File: src/rtl/button_debounce.sv
// Push-button conditioner: two-flop synchronizer followed by a stability FSM that accepts a
// level change only after WAIT_CLKS+1 identical synchronized samples.
module button_debounce #(
  parameter int unsigned WAIT_CLKS = 50000,
  parameter int unsigned CNT_W     = $clog2(WAIT_CLKS)
) (
  input  logic clk,
  input  logic rst,
  input  logic btn_in,
  output logic btn_out,
  output logic btn_pulse,
  output logic btn_release
);

  typedef enum logic [1:0] {StLow, StWaitHigh, StHigh, StWaitLow} state_e;

  localparam logic [CNT_W-1:0] CntMax = CNT_W'(WAIT_CLKS - 1);

  logic             s1_q, s2_q;
  state_e           state_q, state_d;
  logic [CNT_W-1:0] cnt_q, cnt_d;
  logic             out_d, pulse_d, release_d;

  // Only s2_q feeds the FSM; s1_q absorbs metastability from the asynchronous input.
  always_ff @(posedge clk or posedge rst) begin
    if (rst) begin
      s1_q <= 1'b0;
      s2_q <= 1'b0;
    end else begin
      s1_q <= btn_in;
      s2_q <= s1_q;
    end
  end

  always_comb begin
    state_d = state_q;
    cnt_d   = cnt_q;
    unique case (state_q)
      StLow: begin
        if (s2_q) begin
          state_d = StWaitHigh;
          cnt_d   = '0;
        end
      end
      StWaitHigh: begin
        if (!s2_q) begin
          state_d = StLow;
        end else if (cnt_q == CntMax) begin
          state_d = StHigh;
        end else begin
          cnt_d = cnt_q + CNT_W'(1);
        end
      end
      StHigh: begin
        if (!s2_q) begin
          state_d = StWaitLow;
          cnt_d   = '0;
        end
      end
      StWaitLow: begin
        if (s2_q) begin
          state_d = StHigh;
        end else if (cnt_q == CntMax) begin
          state_d = StLow;
        end else begin
          cnt_d = cnt_q + CNT_W'(1);
        end
      end
      default: begin
        state_d = StLow;
        cnt_d   = '0;
      end
    endcase
  end

  // Outputs are decoded from the next state so they register alongside the transition.
  always_comb begin
    out_d     = (state_d == StHigh) || (state_d == StWaitLow);
    pulse_d   = (state_q == StWaitHigh) && (state_d == StHigh);
    release_d = (state_q == StWaitLow) && (state_d == StLow);
  end

  always_ff @(posedge clk or posedge rst) begin
    if (rst) begin
      state_q     <= StLow;
      cnt_q       <= '0;
      btn_out     <= 1'b0;
      btn_pulse   <= 1'b0;
      btn_release <= 1'b0;
    end else begin
      state_q     <= state_d;
      cnt_q       <= cnt_d;
      btn_out     <= out_d;
      btn_pulse   <= pulse_d;
      btn_release <= release_d;
    end
  end

endmodule

File: config.mk
export PLATFORM = sky130hd
export DESIGN_NAME = button_debounce
export DESIGN_NICKNAME = d
export VERILOG_FILES = /design/src/rtl/button_debounce.sv
export SDC_FILE = /design/constraint.sdc
export NUM_CORES = 1
export LEC_CHECK = 0
export CORE_MARGIN = 5
export CORE_UTILIZATION = 55
export DETAILED_ROUTE_END_ITERATION = 8
export GPL_TIMING_DRIVEN = 0
export PLACE_DENSITY = 0.74
export SYNTH_ARGS = -nofsm -noshare
export SYNTH_HDL_FRONTEND = slang
export SYNTH_SLANG_ARGS = --single-unit
export TNS_END_PERCENT = 1
File: constraint.sdc
create_clock -name clk -period 3.45 [get_ports clk]
set_clock_uncertainty 0.15 [all_clocks]
set_input_delay 0.8625 -clock clk [delete_from_list [all_inputs] [get_ports clk]]
set_output_delay 0.8625 -clock clk [all_outputs]
set_load 0.1 [all_outputs]
==> reports/qor.csv, run 1 <==
stage,metric,value,unit
layout,multi_input_comb_area,656,sq um
layout,seqCellArea,551,sq um
critical_path,path_cells,clkdlybuf4s50_1,
route,total_iterations_of_the_first_detailed_routing_run,4,
route,drt_iter0_drc,50,
logic_synthesis,synth_top_area_cell,sky130_fd_sc_hd__dfrtp_1,
critical_path,critical_path_arrival,1910,ps
layout,finalNetCount,145,
floorplan,die_area,3450,sq um
logic_synthesis,synthTopCellsByArea,"sky130_fd_sc_hd__dfrtp_1, sky130_fd_sc_hd__o31ai_1, sky130_fd_sc_hd__nand3_1",
critical_path,cp.required,2440,ps
timing,final-hold-violation-count,0,
flow_run,timing.max_cap.violations,0,
route,drt-wirelength-per-cell,17.7,um
route,route.antenna.remaining_nets,0,
placement,gpl.final_weighted_congestion,0.900,
route,residual_drc,0,
clocking,cts_buffer_depth,2,
clocking,cts_setup_buffers,0,
clocking,htree_levels,1,
logic_synthesis,ys.flop_type,sky130_fd_sc_hd__dfrtp_1,
logic_synthesis,syn_area,1310,sq um
floorplan,die_width,58.8,um
floorplan,initial_core_util,58.5,%
critical_path,cp_num_buf_inv,1,
critical_path,crit_fanout,5,
timing,timing.final.crit_share,84.8,%
floorplan,ios,6,
critical_path,reg2regPathDepth,6,
logic_synthesis,edff_count_synth,0,
logic_synthesis,count_leader_synth,sky130_fd_sc_hd__dfrtp_1,
clocking,post_cts_resize_count,0,
hold_path,min_path_type,flip-flop to flip-flop,
floorplan,floorplan.die.height,58.8,um
global_routing,number_of_global_route_vias_before_repair,1080,
route,vias_per_cell,6.81,
clocking,clock_tree_from_tritoncts,built,
placement,pre_cts_ws,881,ps
route,vias,1144,
logic_synthesis,mappedNetlistNets,135,
hold_path,hold_depth,0,
logic_synthesis,synth-seq-cells,22,
layout,fillers,193,
logic_synthesis,async_flop_share,100,%
clocking,cts_made_buffers,3,
global_routing,grt_start_max_net_pins,23,
placement,hpwlAfterDp,2040,um
clocking,cts-hold-fix-buffers,0,
critical_path,critPathCaptureType,output pin,
route,wirelength,2980,um
floorplan,num_rows,17,
layout,area_delta_synth_final,10.5,%
power_and_ir_drop,static_leakage_power,0.608,nW
power_and_ir_drop,worst_ir_drop_vdd,304,uV
layout,number_of_antenna_diodes,0,
critical_path,crit_type,flip-flop to output pin,
critical_path,crit_cells,1,
clocking,cts-root-buf,sky130_fd_sc_hd__clkbuf_4,
outcome,status,completed,
timing,timing.final.setup_violations,0,
logic_synthesis,syn_avg_cell_area,9.98,sq um
placement,port_buffers,5,
logic_synthesis,number_of_instances_in_the_synthesized_netlist,131,
clocking,count_of_clock_tree_sinks,22,
critical_path,critical_path.slowest_cell,sky130_fd_sc_hd__clkdlybuf4s50_1,
logic_synthesis,netlist-cell-type-count,41,
critical_path,critPathLaunchType,flip-flop,
timing,setup_tns,0,ps
logic_synthesis,post_synth_top_cells,"sky130_fd_sc_hd__dfrtp_1, sky130_fd_sc_hd__o31ai_1, sky130_fd_sc_hd__nand2_1, sky130_fd_sc_hd__nand3_1",
timing,fmax,342,MHz
global_routing,antenna_found_initial,0,
clocking,clk-insertion-delay-late,320,ps
critical_path,cell_family_with_the_largest_share_of_critical_path_delay,buffers and inverters,
layout,post_route_cells_drive_above_1_share,15.0,%
global_routing,grt_pass1_wl,5070,um
timing,unrepaired_setup_endpoints_after_global_routing,false,
timing,worst_slew_pin_slew,964,ps
clocking,clk_pin_slew_worst_setup_hold_paths,130,ps
floorplan,core_area,2230,sq um
logic_synthesis,synth_warnings,0,
critical_path,worst_path_largest_cell_delay,1160,ps
timing,postLayoutSetupSlackWorst,525,ps
logic_synthesis,synth_sequential_area_ratio,42.1,%
timing,number_of_slew_limit_violations_in_the_final_report,0,
global_routing,grtUsageTotal,18.7,%
logic_synthesis,post-synth-top-area-fraction,42.1,%
timing,post-route-min-period,2930,ps
power_and_ir_drop,p_per_area,374,nW/um^2
timing,worst_slew_margin_rel,35.5,%
global_routing,globalRouteOverflowTotal,0,
flip-flops by register name, summed over array words and instances, names as in the netlist:
register,count
cnt_q,16
btn_out,1
s2_q,1
btn_release,1
btn_pulse,1
s1_q,1
state_q,1
metrics by stage:
stage | instances | power, mW | hold WS, ps | area, sq um | util, %
2_1_floorplan | 131 | 0.328 | 181 | 1310 | -
3_3_place_gp | 164 | 0.341 | 183 | 1390 | 62.4
3_5_place_dp | 164 | 0.344 | 203 | 1390 | 62.4
4_1_cts | 168 | 0.541 | 232 | 1450 | 64.7
5_1_grt | 168 | 0.562 | 250 | 1450 | 64.7
6_report | 168 | 0.541 | 234 | 1450 | 64.7
cells by family (layout without fill, tap and decap cells):
| group | count (synthesis) | in the layout | share of synthesized area (%) |
|---|---|---|---|
| simple gates | 51 | 51 | 26.0 |
| compound gates | 39 | 39 | 21.7 |
| flops | 22 | 22 | 42.1 |
| buf+inv | 16 | 25 | 7.75 |
| fa+ha+maj | 1 | 1 | 0.957 |
| xor+xnor | 1 | 1 | 0.670 |
| mux | 1 | 1 | 0.766 |
layout make-up:
type	instances	share of cell area, %
well taps	28	2.42
plain buffers	12	5.97
flip-flops and latches	22	38.1
clock buffers	3	1.56
repair buffers	5	3.46
clock inverters	1	2.08
multi-input cells	93	45.4
inverters	4	1.04
power by group:
part	switching [mW]	internal (mW)
clock	0.0846	0.118
sequential	0.00553	0.269
combinational	0.0419	0.0230
cells in the final DEF (no fill, tap or decap), types with 2 or more instances in the layout:
cell and count:
sky130_fd_sc_hd__dfrtp_1 22, sky130_fd_sc_hd__o31ai_1 15, sky130_fd_sc_hd__nand3_1 10, sky130_fd_sc_hd__nand2_1 10, sky130_fd_sc_hd__nand4_1 5, sky130_fd_sc_hd__and4_1 5, sky130_fd_sc_hd__o21ai_0 5, sky130_fd_sc_hd__clkdlybuf4s50_1 5
sky130_fd_sc_hd__buf_4 4, sky130_fd_sc_hd__inv_1 4, sky130_fd_sc_hd__nor3_1 4, sky130_fd_sc_hd__buf_6 3, sky130_fd_sc_hd__a22o_1 3, sky130_fd_sc_hd__a31oi_1 3, sky130_fd_sc_hd__a41oi_1 3, sky130_fd_sc_hd__a21oi_1 3
sky130_fd_sc_hd__clkbuf_4 3, sky130_fd_sc_hd__buf_2 2, sky130_fd_sc_hd__nor2_1 2, sky130_fd_sc_hd__clkbuf_1 2, sky130_fd_sc_hd__o41ai_1 2, sky130_fd_sc_hd__nor3b_1 2, sky130_fd_sc_hd__o2bb2ai_1 2
metal layers:
layer  up-vias  global-route usage (%)  part of all wire [%]
met1       548                    25.5                    43
met2        54                    28.9                    48
met4         0                    8.74                   2.0
met5         -                       0                     0
li1        534                       -                     -
met3         8                    2.63                   6.5
worst paths after layout:
path | slack, ps | from | to
min | 230 | s1_q$_DFF_PP0_ | s2_q$_DFF_PP0_
min reg2reg | 230 | s1_q$_DFF_PP0_ | s2_q$_DFF_PP0_
max reg2reg | 1410 | cnt_q[0]$_DFFE_PP0P_ | cnt_q[4]$_DFFE_PP0P_
min in group asynchronous | 840 | rst | btn_out$_DFF_PP0_
max in group asynchronous | 1790 | rst | cnt_q[8]$_DFFE_PP0P_
max | 520 | btn_out$_DFF_PP0_ | btn_out
Power figures use the tool's default switching activity.
==> inputs of run 2 (changes only) <==
Clock period 3.45 ns to 3.1 ns, I/O delays scaled along.
==> results of run 2 <==
Same layout as run 1 (identical final DEF). Status: completed.
Main changes from that run: setup slack after placement 881 ps -> 618 ps; setup slack after layout 525 ps -> 262 ps; register-to-register setup slack 1410 ps -> 1060 ps; total power 0.541 mW -> 0.602 mW; worst IR drop on VDD 304 uV -> 338 uV
==> inputs of run 3 (changes only) <==
Settings changed: ABC_AREA from default to 0.
==> results of run 3 <==
Same layout as run 1 (identical final DEF). Status: completed.
Main changes from that run: setup slack after placement 881 ps -> 618 ps; setup slack after layout 525 ps -> 262 ps; register-to-register setup slack 1410 ps -> 1060 ps; total power 0.541 mW -> 0.602 mW; worst IR drop on VDD 304 uV -> 338 uV
